`config.mk`:
```
export PLATFORM = sky130hd
export DESIGN_NAME = if_stage
export DESIGN_NICKNAME = d
export VERILOG_FILES = /design/src/rtl/if_stage_pkg.sv /design/src/rtl/if_skid_buffer.sv /design/src/rtl/if_stage.sv
export SDC_FILE = /design/constraint.sdc
export NUM_CORES = 1
export LEC_CHECK = 0
export CAP_MARGIN = 30
export CORE_ASPECT_RATIO = 0.9
export CORE_MARGIN = 10
export CORE_UTILIZATION = 51
export CTS_CLUSTER_SIZE = 28
export DETAILED_ROUTE_END_ITERATION = 6
export PLACE_DENSITY_LB_ADDON = 0.1
export SETUP_SLACK_MARGIN = 0.2
export SYNTH_ARGS = -nofsm -noshare
export SYNTH_HDL_FRONTEND = slang
export SYNTH_SLANG_ARGS = --single-unit
export TNS_END_PERCENT = 1
```
`constraint.sdc`:
```
create_clock -name clk -period 2.3 [get_ports clk]
set_input_delay 0.46 -clock clk [delete_from_list [all_inputs] [get_ports clk]]
set_output_delay 0.46 -clock clk [all_outputs]
set_load 0.05 [all_outputs]
```
`src/rtl/if_stage_pkg.sv`:
```
// Shared constants, FSM state encodings and payload type for the instruction fetch stage.
package if_stage_pkg;

  localparam int unsigned XLEN = 32;

  localparam logic [XLEN-1:0] NOP_INSTR        = 32'h0000_0013;
  localparam logic [XLEN-1:0] DEFAULT_RESET_PC = 32'h0000_0000;
  localparam logic [XLEN-1:0] PC_STEP          = 32'h0000_0004;
  localparam logic [XLEN-1:0] PC_ALIGN_MASK    = 32'hFFFF_FFFC;

  typedef enum logic [1:0] {
    FETCH = 2'd0,
    WAIT  = 2'd1,
    DRAIN = 2'd2,
    TRAP  = 2'd3
  } if_state_e;

  typedef struct packed {
    logic [XLEN-1:0] pc;
    logic [XLEN-1:0] instruction;
  } fetch_pkt_t;

endpackage

```
`src/rtl/if_skid_buffer.sv`:
```
// One-entry hold buffer parking a fetch response that arrived while IF/ID was stalled.
module if_skid_buffer
  import if_stage_pkg::*;
(
  input  logic            clk,
  input  logic            reset,
  input  logic            load,
  input  logic            unload,
  input  logic            clear,
  input  logic [XLEN-1:0] pc,
  input  logic [XLEN-1:0] instruction,
  output logic            full,
  output logic [XLEN-1:0] held_pc,
  output logic [XLEN-1:0] held_instruction
);

  always_ff @(posedge clk) begin
    if (!reset) begin
      full             <= 1'b0;
      held_pc          <= '0;
      held_instruction <= NOP_INSTR;
    end else if (clear) begin
      full <= 1'b0;
    end else if (load) begin
      full             <= 1'b1;
      held_pc          <= pc;
      held_instruction <= instruction;
    end else if (unload) begin
      full <= 1'b0;
    end
  end

endmodule

```
`src/rtl/if_stage.sv`:
```
// Instruction fetch stage: one outstanding request, IF/ID register and a hold buffer.
// Optional IF_MISALIGN_TRAP_EN turns misaligned redirects into a TRAP presentation.
module if_stage
  import if_stage_pkg::*;
#(
  parameter logic [XLEN-1:0] RESET_PC = DEFAULT_RESET_PC
) (
  input  logic            clk,
  input  logic            reset,
  input  logic            stall,
  input  logic            flush,
  input  logic            redirect_valid,
  input  logic [XLEN-1:0] redirect_pc,
  output logic            imem_req_valid,
  output logic [XLEN-1:0] imem_req_addr,
  input  logic            imem_req_ready,
  input  logic            imem_rsp_valid,
  input  logic [XLEN-1:0] imem_rsp_data,
  output logic [XLEN-1:0] if_id_pc,
  output logic [XLEN-1:0] if_id_instruction,
  output logic            if_id_valid,
  output logic            if_id_misaligned
);

  if_state_e       state;
  logic [XLEN-1:0] pc;
  logic [XLEN-1:0] req_pc;
  logic            hold_full;
  logic [XLEN-1:0] hold_pc;
  logic [XLEN-1:0] hold_instruction;
  fetch_pkt_t      rsp_pkt;
  fetch_pkt_t      hold_pkt;
  logic            req_fire;
  logic            rsp_take;
  logic            advance;
  logic            hold_load;
  logic            hold_unload;
  logic            hold_clear;
  logic            present_hold;
  logic            present_rsp;
  logic            present_trap;
  logic            redirect_misaligned;
  logic [XLEN-1:0] redirect_target;

  assign imem_req_valid = reset && (state == FETCH) && !stall && !hold_full;
  assign imem_req_addr  = pc;
  assign req_fire       = imem_req_valid && imem_req_ready;
  assign rsp_take       = (state == WAIT) && imem_rsp_valid;
  assign advance        = !redirect_valid && !flush && !stall;

  assign rsp_pkt  = '{pc: req_pc, instruction: imem_rsp_data};
  assign hold_pkt = '{pc: hold_pc, instruction: hold_instruction};

  assign hold_clear   = redirect_valid || flush;
  assign hold_load    = rsp_take && stall && !redirect_valid && !flush;
  assign hold_unload  = advance && hold_full;
  assign present_hold = advance && hold_full;
  assign present_rsp  = advance && !hold_full && rsp_take;

`ifdef IF_MISALIGN_TRAP_EN
  logic trap_pending;

  assign redirect_misaligned = (redirect_pc[1:0] != 2'b00);
  assign redirect_target     = redirect_pc;
  assign present_trap        = advance && trap_pending;

  // Trap payload is presented exactly once per misaligned redirect.
  always_ff @(posedge clk) begin
    if (!reset) begin
      trap_pending <= 1'b0;
    end else if (redirect_valid) begin
      trap_pending <= redirect_misaligned;
    end else if (present_trap) begin
      trap_pending <= 1'b0;
    end
  end

  always_ff @(posedge clk) begin
    if (!reset) begin
      if_id_misaligned <= 1'b0;
    end else if (present_trap) begin
      if_id_misaligned <= 1'b1;
    end else if (redirect_valid || flush || !stall) begin
      if_id_misaligned <= 1'b0;
    end
  end
`else
  assign redirect_misaligned = 1'b0;
  assign redirect_target     = redirect_pc & PC_ALIGN_MASK;
  assign present_trap        = 1'b0;
  assign if_id_misaligned    = 1'b0;
`endif

  if_skid_buffer u_hold (
    .clk              (clk),
    .reset            (reset),
    .load             (hold_load),
    .unload           (hold_unload),
    .clear            (hold_clear),
    .pc               (rsp_pkt.pc),
    .instruction      (rsp_pkt.instruction),
    .full             (hold_full),
    .held_pc          (hold_pc),
    .held_instruction (hold_instruction)
  );

  // Fetch FSM and PC; a reset during an outstanding request drains its response.
  always_ff @(posedge clk) begin
    if (!reset) begin
      pc     <= RESET_PC;
      req_pc <= RESET_PC;
      if ((state == WAIT || state == DRAIN) && !imem_rsp_valid) begin
        state <= DRAIN;
      end else begin
        state <= FETCH;
      end
    end else if (redirect_valid) begin
      pc <= redirect_target;
      if (redirect_misaligned) begin
        state <= TRAP;
      end else begin
        case (state)
          FETCH:       state <= req_fire ? DRAIN : FETCH;
          WAIT, DRAIN: state <= imem_rsp_valid ? FETCH : DRAIN;
          default:     state <= FETCH;
        endcase
      end
    end else begin
      case (state)
        FETCH: begin
          if (req_fire) begin
            state  <= WAIT;
            req_pc <= pc;
            pc     <= pc + PC_STEP;
          end
        end
        WAIT, DRAIN: begin
          if (imem_rsp_valid) begin
            state <= FETCH;
          end
        end
        default: state <= TRAP;
      endcase
    end
  end

  // IF/ID register: redirect/flush kill, stall holds, otherwise present or go empty.
  always_ff @(posedge clk) begin
    if (!reset) begin
      if_id_valid       <= 1'b0;
      if_id_pc          <= '0;
      if_id_instruction <= NOP_INSTR;
    end else if (redirect_valid || flush) begin
      if_id_valid <= 1'b0;
    end else if (!stall) begin
      if (present_hold) begin
        {if_id_pc, if_id_instruction} <= hold_pkt;
        if_id_valid                   <= 1'b1;
      end else if (present_rsp) begin
        {if_id_pc, if_id_instruction} <= rsp_pkt;
        if_id_valid                   <= 1'b1;
      end else if (present_trap) begin
        if_id_pc          <= pc;
        if_id_instruction <= NOP_INSTR;
        if_id_valid       <= 1'b1;
      end else begin
        if_id_valid <= 1'b0;
      end
    end
  end

endmodule

```
==> results of run 1 <==
final timing paths:
path / to / startpoint / slack (ns)
worst max register to register: imem_req_addr[25] / state[0] / 0.29
worst max-delay path: imem_req_addr[5] / imem_req_addr[5] / 0.07
worst min-delay path: if_id_pc[3] / if_id_pc[3] / 0.46
worst min register to register: if_id_pc[3] / if_id_pc[3] / 0.46
cell families (layout without fill, tap and decap cells):
| group | after synthesis | after routing | share of synthesized area |
|---|---|---|---|
| other cells | 1 | 5 | 0.000470 |
| compound gates | 274 | 274 | 0.248 |
| mux | 2 | 2 | 0.00251 |
| flops | 188 | 188 | 0.475 |
| fa+ha+maj | 4 | 4 | 0.00628 |
| xor+xnor | 28 | 28 | 0.0308 |
| simple gates | 338 | 338 | 0.189 |
| buf+inv | 89 | 247 | 0.0474 |
worst min-delay path: cells and delay by family (launching register included):
kind            cells  cell delay [ns]
simple gates        1             0.05
flops               1             0.31
compound gates      1             0.06
synthesized netlist by cell type, types with 8 or more instances:
cell,instances
nand4_1,15
dfxtp_1,186
buf_2,8
a21oi_1,30
nand3_1,15
a21boi_0,148
xnor2_1,14
nand2_1,262
o221ai_1,61
clkbuf_1,67
o21ai_0,31
xor2_1,14
routing by layer:
metal,vias up,global-route usage
met2,202,0.282
met5,-,0
met3,22,0.0636
li1,3530,-
met1,3310,0.277
met4,0,0.0446
flip-flops by register name, indices dropped and copies added, names as in the netlist:
| register | flops |
|---|---|
| u_hold.held_pc | 30 |
| u_hold.full | 1 |
| state | 2 |
| if_id_pc | 30 |
| req_pc | 30 |
| if_id_valid | 1 |
| imem_req_addr | 30 |
| u_hold.held_instruction | 32 |
| if_id_instruction | 32 |
what timing repair did:
item	4_1_cts	5_1_grt
resized for setup	1	1
buffers inserted	0	0
endpoints found under the setup margin	28	45
through the flow:
| step | hold slack (ns) | worst slack (ns) |
|---|---|---|
| after floorplan | 0.440 | 0.263 |
| final | 0.459 | 0.0702 |
| after global placement | 0.448 | -0.0175 |
| after CTS | 0.463 | 0.0543 |
| after detailed placement | 0.454 | -0.0686 |
| after global routing | 0.478 | 0.0124 |
power groups by stage:
stage               registers [uW]  clock network (uW)  logic (uW)
floorplan                     3610                   0         291
global placement              3470                   0         768
detailed placement            3470                   0         773
CTS                           3400                2980         776
global route                  3410                3130         831
finish                        3400                2930         778
area by class of cell:
type                    instances  area (um2)  area share
well taps                     202         253      0.0238
clock inverters                12         136      0.0128
multi-input cells             651        3850       0.362
clock buffers                  20         457      0.0429
repair buffers                208        2130       0.201
inverters                       7        27.5     0.00259
flip-flops and latches        188        3780       0.356
==> out/qor.yml, run 1 <==
status: "finished, final reports clean"
rsz0062_at_grt: "true"
rr_worst_depth: 8
rows: 43
synthTopCellsByArea: "dfxtp_1, a21boi_0, nand2_1"
max_cap_violations: 0
power.density_mw_per_mm2: 668
combinationalPowerShare: 0.109
worst-endpoint-required_ns: 1.84
irDropWorstVdd_uv: 429
clock_path_buffers: 2
synth_edf_count: 2
crit_type: "register to output pin"
yosysSeqAreaShare: 0.475
initial_core_util: 0.518
numPortBuffers: 162
p_int_uw: 5340
path_cells: "clkdlybuf4s50_1"
start_kind: "register"
final-hold-violation-count: 0
crit_fanout: 5
ant_nets: 0
die_w_um: 152
tightestPinTransition_ns: 0.581
top_layer_used: "met4"
seqPwrFrac: 0.478
swShare: 0.250
grt_overflow: 0
drc: 0
synth.distinct_cells: 41
antenna_found_initial: 0
max_freq_ghz: 0.448
yosys.area.top_type_share: 0.467
cp_slowest_stage_delay_ns: 0.87
die_h_um: 139
holdPathStages: 2
yosysTopAreaCell: "dfxtp_1"
io_pins: 170
grt_pass1_vias: 6494
setup_violations: 0
grt_max_degree: 128
fin_area_mm2: 0.0106
fin_cells: 1288
dp.cells: 1255
antennaDiodeCount: 0
grt_usage: 0.196
num-fill-cells: 1305
vias: 7064
ys.flop_type: "dfxtp_1"
cts.clk_slew.worst_paths_ns: 0.07
p_leak_uw: 0.00354
avgSynthCellArea_um2: 8.63
htreeDepth: 4
wl_met1_um: 10100
ys_warn_count: 0
relSlewSlack: 0.611
cts_tree: "built"
dr_wl_met3_um: 1720
mostFrequentLayoutCells: "nand2_1, dfxtp_1, clkdlybuf4s50_1"
via_per_inst: 5.48
grt_pass1_wl_um: 33900
avgRoutedWirePerCell_um: 16.5
netlist_area_mm2: 0.00797
cts_hold_buf: 0
cp.depth: 1
area_delta_synth_final_pct: 33.4
synthCells: 924
critPathBufInv: 1
fin_nets: 1148
switchingPower_uw: 1780
setup_tns_ns: 0
numCtsBuffers: 17
insertion_delay_ns: 0.43
fin_util: 0.691
wirelength_um: 21300
hold_class: "register to register"
finalCritPeriodShare: 0.969
path_delay_family: "buffers and inverters"
synthArstFlopShare: 0
layout_commonest_cell: "nand2_1"
slowest_stage: "clkdlybuf4s50_1"
gp_congestion: 0.847
finClkSkew_ns: 0.00852
hpwl_um: 14700
synth_seq_cells: 188
core_mm2: 0.0154
dr.pass1.iters: 5
clock_sinks: 188
endpoint_kind: "output pin"
drv_slew: 0
drive_gt1_frac: 0.0866
cts_root_buf: "clkbuf_16"
die_area_mm2: 0.0210
met2_length_um: 9230
p_clk_frac: 0.412
postPlaceCellArea_mm2: 0.0100
min_period_ns: 2.23
cp.arrival_ns: 1.77
first_iter_violations: 480
power_uw: 7110
Note: power is estimated with default switching activity, not from simulation.
==> run 2: changes to the inputs <==
--- a/config.mk
+++ b/config.mk
@@ -13,6 +13,7 @@
 export DETAILED_ROUTE_END_ITERATION = 6
 export PLACE_DENSITY_LB_ADDON = 0.1
 export SETUP_SLACK_MARGIN = 0.2
+export SLEW_MARGIN = 20
 export SYNTH_ARGS = -nofsm -noshare
 export SYNTH_HDL_FRONTEND = slang
 export SYNTH_SLANG_ARGS = --single-unit
==> run 2 against run 1 <==
Via count decreased by 0.23%. Flip-flop and latch count stayed put. Design area unchanged. Worst hold slack lost 0.0020 ns. Wire length down 0.38%. Die area did not move. Setup slack got worse by 0.0025 ns. Critical path depth did not move. Clock power is essentially flat. Core utilization unchanged. Non-clock buffer count stayed put. Critical path type unchanged. Critical endpoint is now imem_req_addr[15].
==> out/qor.yml, run 2 (synthesis results as in run 1) <==
status: "finished, final reports clean"  # unchanged
antenna_found_initial: 0  # unchanged
clock_sinks: 188  # unchanged
place_ws_ns: -0.0686  # unchanged
regToRegSetupSlack_ns: 0.29  # about the same
die_area_mm2: 0.0210  # unchanged
setup_violations: 0  # unchanged
vias: 7048  # was 7,064
numPortBuffers: 162  # unchanged
io_pins: 170  # unchanged
grt_pass1_vias: 6494  # unchanged
avgRoutedWirePerCell_um: 16.5  # about the same
path_cells: "clkdlybuf4s50_1"  # unchanged
switchingPower_uw: 1780  # about the same
critPathBufInv: 1  # unchanged
final-hold-violation-count: 0  # unchanged
cts.clk_slew.worst_paths_ns: 0.07  # about the same
slowest_stage: "clkdlybuf4s50_1"  # unchanged
finalCritPeriodShare: 0.971  # was 0.969
insertion_delay_ns: 0.43  # about the same
core_mm2: 0.0154  # unchanged
drv_slew: 0  # unchanged
seqPwrFrac: 0.478  # about the same
die_w_um: 152  # unchanged
irDropWorstVdd_uv: 429  # about the same
crit_type: "register to output pin"  # unchanged
dr.pass1.iters: 5  # unchanged
setup_tns_ns: 0  # unchanged
swShare: 0.250  # about the same
fin_hold_ws_ns: 0.457  # was 0.459 ns
p_clk_frac: 0.413  # was 0.412
clock_path_buffers: 2  # unchanged
mostFrequentLayoutCells: "nand2_1, dfxtp_1, clkdlybuf4s50_1"  # unchanged
drc: 0  # unchanged
rsz0062_at_grt: "true"  # unchanged
worstHoldStart: "if_id_pc[3]"  # unchanged
grt_usage: 0.196  # unchanged
numCtsBuffers: 17  # unchanged
p_leak_uw: 0.00354  # unchanged
htreeDepth: 4  # unchanged
endpoint_kind: "output pin"  # unchanged
grt_max_degree: 128  # unchanged
cp_slowest_stage_delay_ns: 0.86  # was 0.87 ns
worst-endpoint-required_ns: 1.84  # about the same
cts_tree: "built"  # unchanged
fin_nets: 1148  # unchanged
gp_congestion: 0.847  # unchanged
grt_overflow: 0  # unchanged
hpwl_um: 14700  # unchanged
grt_pass1_wl_um: 33900  # unchanged
antennaDiodeCount: 0  # unchanged
layout_commonest_cell: "nand2_1"  # unchanged
rr_worst_depth: 8  # unchanged
die_h_um: 139  # unchanged
worst_r2r_endpoint: "imem_req_addr[25]"  # unchanged
min_period_ns: 2.23  # about the same
tightestPinTransition_ns: 0.590  # was 0.581 ns
ant_nets: 0  # unchanged
p_int_uw: 5340  # about the same
via_per_inst: 5.47  # was 5.48
relSlewSlack: 0.606  # was 0.611
cp.arrival_ns: 1.77  # about the same
holdPathStages: 2  # unchanged
largestRegisters: "if_id_instruction: 32 flops, u_hold.held_instruction: 32 flops"  # unchanged
max_cap_violations: 0  # unchanged
cts_setup_buffers: 0  # unchanged
worstReg2RegStart: "state[0]"  # unchanged
path_delay_family: "buffers and inverters"  # unchanged
max_freq_ghz: 0.448  # about the same
rows: 43  # unchanged
wirelength_um: 21200  # was 21,300 um
cts_root_buf: "clkbuf_16"  # unchanged
start_kind: "register"  # unchanged
initial_core_util: 0.518  # unchanged
area_delta_synth_final_pct: 33.4  # unchanged
min_to: "if_id_pc[3]"  # unchanged
drive_gt1_frac: 0.0866  # unchanged
first_iter_violations: 436  # was 480
combinationalPowerShare: 0.109  # about the same
post-route-worst-setup-slack_ns: 0.0677  # was 0.0702 ns
crit_fanout: 7  # was 5
hold_class: "register to register"  # unchanged
finClkSkew_ns: 0.00694  # was 0.00852 ns
power.density_mw_per_mm2: 669  # was 668 mW/mm2
run 2: cell counts in the layout (fill, tap and decap cells not counted):
Identical to the previous run, type by type.
run 2: worst max path at each step:
stage / from / end / slack [ns] / cells past startpoint
floorplan: imem_req_addr[14] / imem_req_addr[25] / 0.26 / 7
global placement: stall / if_id_pc[23] / -0.02 / 6
detailed placement: stall / if_id_pc[14] / -0.07 / 7
CTS: imem_req_addr[15] / imem_req_addr[15] / 0.05 / 1
global route: imem_req_addr[2] / imem_req_addr[2] / 0.01 / 1
finish: imem_req_addr[15] / imem_req_addr[15] / 0.07 / 1
run 2: power by group through the flow:
stage	registers, uW	clock network [uW]	logic (uW)
2_1_floorplan	3610	0	291
3_3_place_gp	3470	0	768
3_5_place_dp	3470	0	773
4_1_cts	3400	2980	776
5_1_grt	3410	3120	831
6_report	3400	2940	777
run 2: what timing repair did:
item,4_1_cts,5_1_grt
gates resized for setup,1,1
pin swaps,0,0
hold buffers,0,0
endpoints found under the setup margin,28,44
endpoints found under the hold margin,0,0
run 2: through the flow:
step                 util  total power, uW  std cells  cell area [um2]
CTS                 0.689             7160       1287            10600
floorplan               -             3900        928             7990
detailed placement  0.651             4250       1255            10000
global route        0.691             7360       1288            10600
global placement    0.651             4240       1255            10000
finish              0.691             7110       1288            10600
run 2: cell type report:
| class | count | area (um2) |
|---|---|---|
| clock buffer | 20 | 457 |
| inverter | 7 | 27.5 |
| multi-input combinational | 651 | 3850 |
| fill | 1304 | 4750 |
| sequential | 188 | 3780 |
| tap | 202 | 253 |
| clock inverter | 12 | 136 |
| timing repair buffer | 208 | 2130 |
run 2: per-layer routing:
layer | track usage | wire, um
met5 | 0 | 0
met4 | 0.0446 | 219
met3 | 0.0636 | 1510
met2 | 0.282 | 9260
met1 | 0.277 | 10200
==> run 3: changes to the inputs <==
--- a/config.mk
+++ b/config.mk
@@ -16,5 +16,6 @@
 export SLEW_MARGIN = 20
 export SYNTH_ARGS = -nofsm -noshare
 export SYNTH_HDL_FRONTEND = slang
+export SYNTH_HIERARCHICAL = 1
 export SYNTH_SLANG_ARGS = --single-unit
 export TNS_END_PERCENT = 1
==> constraint.sdc (replaced) <==
create_clock -name clk -period 2.42 [get_ports clk]
set_input_delay 0.484 -clock clk [delete_from_list [all_inputs] [get_ports clk]]
set_output_delay 0.484 -clock clk [all_outputs]
set_load 0.05 [all_outputs]
==> run 3 against run 2 <==
Clock skew is 0.00063 ns higher. Via count decreased by 3.5%. Area after synthesis grew 2.6%. First-iteration DRC count is 16% higher. Critical path depth unchanged. Global-route usage is 0.67 points lower. Count of clock-buffer cells in the layout decreased by 3. Wire length up 0.90%. Sequential share of layout area is 0.96 points higher. Critical endpoint is now imem_req_addr[5].
==> out/qor.yml, run 3 <==
fin_cells: 1260  # was 1,288
max_cap_violations: 0  # unchanged
grt_usage: 0.189  # was 0.196
yosysTopAreaCell: "dfxtp_1"  # unchanged
io_pins: 170  # unchanged
synthXorXnorAreaFrac: 0.0278  # was 0.0308
ant_nets: 0  # unchanged
grt_overflow: 0  # unchanged
yosys.area_share.adder: 0.00612  # was 0.00628
status: "finished, final reports clean"  # unchanged
via_per_inst: 5.40  # was 5.47
grt_pass1_wl_um: 33700  # was 33,900 um
drive_gt1_frac: 0.0756  # was 0.0866
dr.pass1.iters: 7  # was 5
avgRoutedWirePerCell_um: 17.0  # was 16.5 um
ys.flop_type: "dfxtp_1"  # unchanged
cp.depth: 1  # unchanged
slowest_stage: "clkdlybuf4s50_1"  # unchanged
fin_util: 0.680  # was 0.691
synthCells: 902  # was 924
die_h_um: 140  # was 139 um
antennaDiodeCount: 0  # unchanged
htreeDepth: 4  # unchanged
area_delta_synth_final_pct: 29.3  # was 33.4%
synthTopCellsByArea: "dfxtp_1, mux2i_1, nand2_1"  # was dfxtp_1, a21boi_0, nand2_1
mostFrequentLayoutCells: "nand2_1, dfxtp_1, clkdlybuf4s50_1"  # unchanged
avgSynthCellArea_um2: 9.07  # was 8.63 um2
wirelength_um: 21400  # was 21,200 um
yosysMostFrequentCell: "nand2_1"  # unchanged
synth.distinct_cells: 51  # was 41
synth_seq_cells: 192  # was 188
tightestPinTransition_ns: 0.725  # was 0.590 ns
clock_sinks: 192  # was 188
grt_max_degree: 155  # was 128
netlist_area_mm2: 0.00818  # was 0.00797 mm2
layout_commonest_cell: "nand2_1"  # unchanged
muxShareOfSynthArea: 0.114  # was 0.00251
p_leak_uw: 0.00370  # was 0.00354 uW
synthArstFlopShare: 0  # unchanged
first_iter_violations: 507  # was 436
drv_slew: 0  # unchanged
cp_slowest_stage_delay_ns: 0.90  # was 0.86 ns
yosys.area.top_type_share: 0.465  # was 0.467
hpwl_um: 14400  # was 14,700 um
start_kind: "register"  # unchanged
cts_root_buf: "clkbuf_16"  # unchanged
cts_tree: "built"  # unchanged
rsz0062_at_grt: "true"  # unchanged
endpoint_kind: "output pin"  # unchanged
die_area_mm2: 0.0215  # was 0.0210 mm2
max_freq_ghz: 0.432
synth-compound-area-share: 0.134  # was 0.248
antenna_found_initial: 0  # unchanged
holdPathStages: 2  # unchanged
hold_class: "register to register"  # unchanged
cts_setup_buffers: 0  # unchanged
setup_tns_ns: 0  # unchanged
setup_violations: 0  # unchanged
fin_nets: 1120  # was 1,148
finalCritPeriodShare: 0.956
synth_simple_gate_area_share: 0.186  # was 0.189
clock_path_buffers: 2  # unchanged
ys_warn_count: 6  # was 0
ys_top_cells_by_count: "nand2_1, dfxtp_1, mux2i_1"  # was nand2_1, dfxtp_1, a21boi_0
initial_core_util: 0.526  # was 0.518
yosysSeqAreaShare: 0.472  # was 0.475
core_mm2: 0.0155  # was 0.0154 mm2
cp.arrival_ns: 1.83  # was 1.77 ns
critPathBufInv: 1  # unchanged
numPortBuffers: 164  # was 162
synth_top_family_by_area: "simple AND/OR/NAND/NOR gates"  # was compound AO/OA/AOI/OAI gates
crit_fanout: 6  # was 7
path_cells: "clkdlybuf4s50_1"  # unchanged
cts_hold_buf: 0  # unchanged
dp.cells: 1228  # was 1,255
path_delay_family: "buffers and inverters"  # unchanged
worst-endpoint-required_ns: 1.94  # was 1.84 ns
gp_congestion: 0.878  # was 0.847
vias: 6800  # was 7,048
power.density_mw_per_mm2: 643  # was 669 mW/mm2
drc: 0  # unchanged
finClkSkew_ns: 0.00757  # was 0.00694 ns
relSlewSlack: 0.517  # was 0.606
crit_type: "register to output pin"  # unchanged
min_period_ns: 2.31
cts.clk_slew.worst_paths_ns: 0.07  # about the same
rr_worst_depth: 9  # was 8
insertion_delay_ns: 0.44  # was 0.43 ns
die_w_um: 153  # was 152 um
numCtsBuffers: 17  # unchanged
irDropWorstVdd_uv: 566  # was 429 uV
rows: 43  # unchanged
synth_edf_count: 2  # unchanged
grt_pass1_vias: 6228  # was 6,494
final-hold-violation-count: 0  # unchanged
run 3: cell families after synthesis:
family / count (synthesis)
compound gates: 164
xor+xnor: 26
fa+ha+maj: 4
buf+inv: 85
flops: 192
mux: 93
other cells: 1
simple gates: 337
run 3: power breakdown:
group | total [uW] | switching [uW] | internal [uW]
logic | 737 | 434 | 303
registers | 3310 | 79.7 | 3230
clock network | 2760 | 1310 | 1450
run 3: timing repair:
item	in CTS	in global routing
setup endpoints to repair	22	29
endpoints found under the hold margin	0	0
gates resized for setup	1	1
run 3: layer usage:
| metal | wire length (um) | share of wire | GRT usage |
|---|---|---|---|
| met5 | 0 | 0 | 0 |
| met4 | 242 | 0.011 | 0.0497 |
| met3 | 1380 | 0.065 | 0.0572 |
| met2 | 9560 | 0.45 | 0.285 |
| met1 | 10200 | 0.48 | 0.256 |
run 3: area by class of cell:
class	count	area (um2)
Inverter	15	57.6
Clock inverter	15	151
Sequential cell	192	3860
Multi-Input combinational cell	629	3850
Tap cell	202	253
Fill cell	1299	4970
Clock buffer	17	425
Timing Repair Buffer	190	1970
run 3: metrics by stage:
step	hold slack, ns	power [uW]	instance area, um2	setup WS [ns]
floorplan	0.434	3800	8190	0.324
global placement	0.441	4110	10000	0.103
detailed placement	0.447	4120	10000	0.0475
CTS	0.447	6840	10600	0.0854
global route	0.455	7030	10600	0.0604
finish	0.459	6800	10600	0.106
run 3: worst paths after layout:
check / startpoint / end / slack [ns]
worst max-delay path: imem_req_addr[5] / imem_req_addr[5] / 0.11
worst min-delay path: u_hold/held_pc[0] / u_hold/held_pc[0] / 0.46
worst max register to register: state[0] / imem_req_addr[10] / 0.48
worst min register to register: u_hold/held_pc[0] / u_hold/held_pc[0] / 0.46
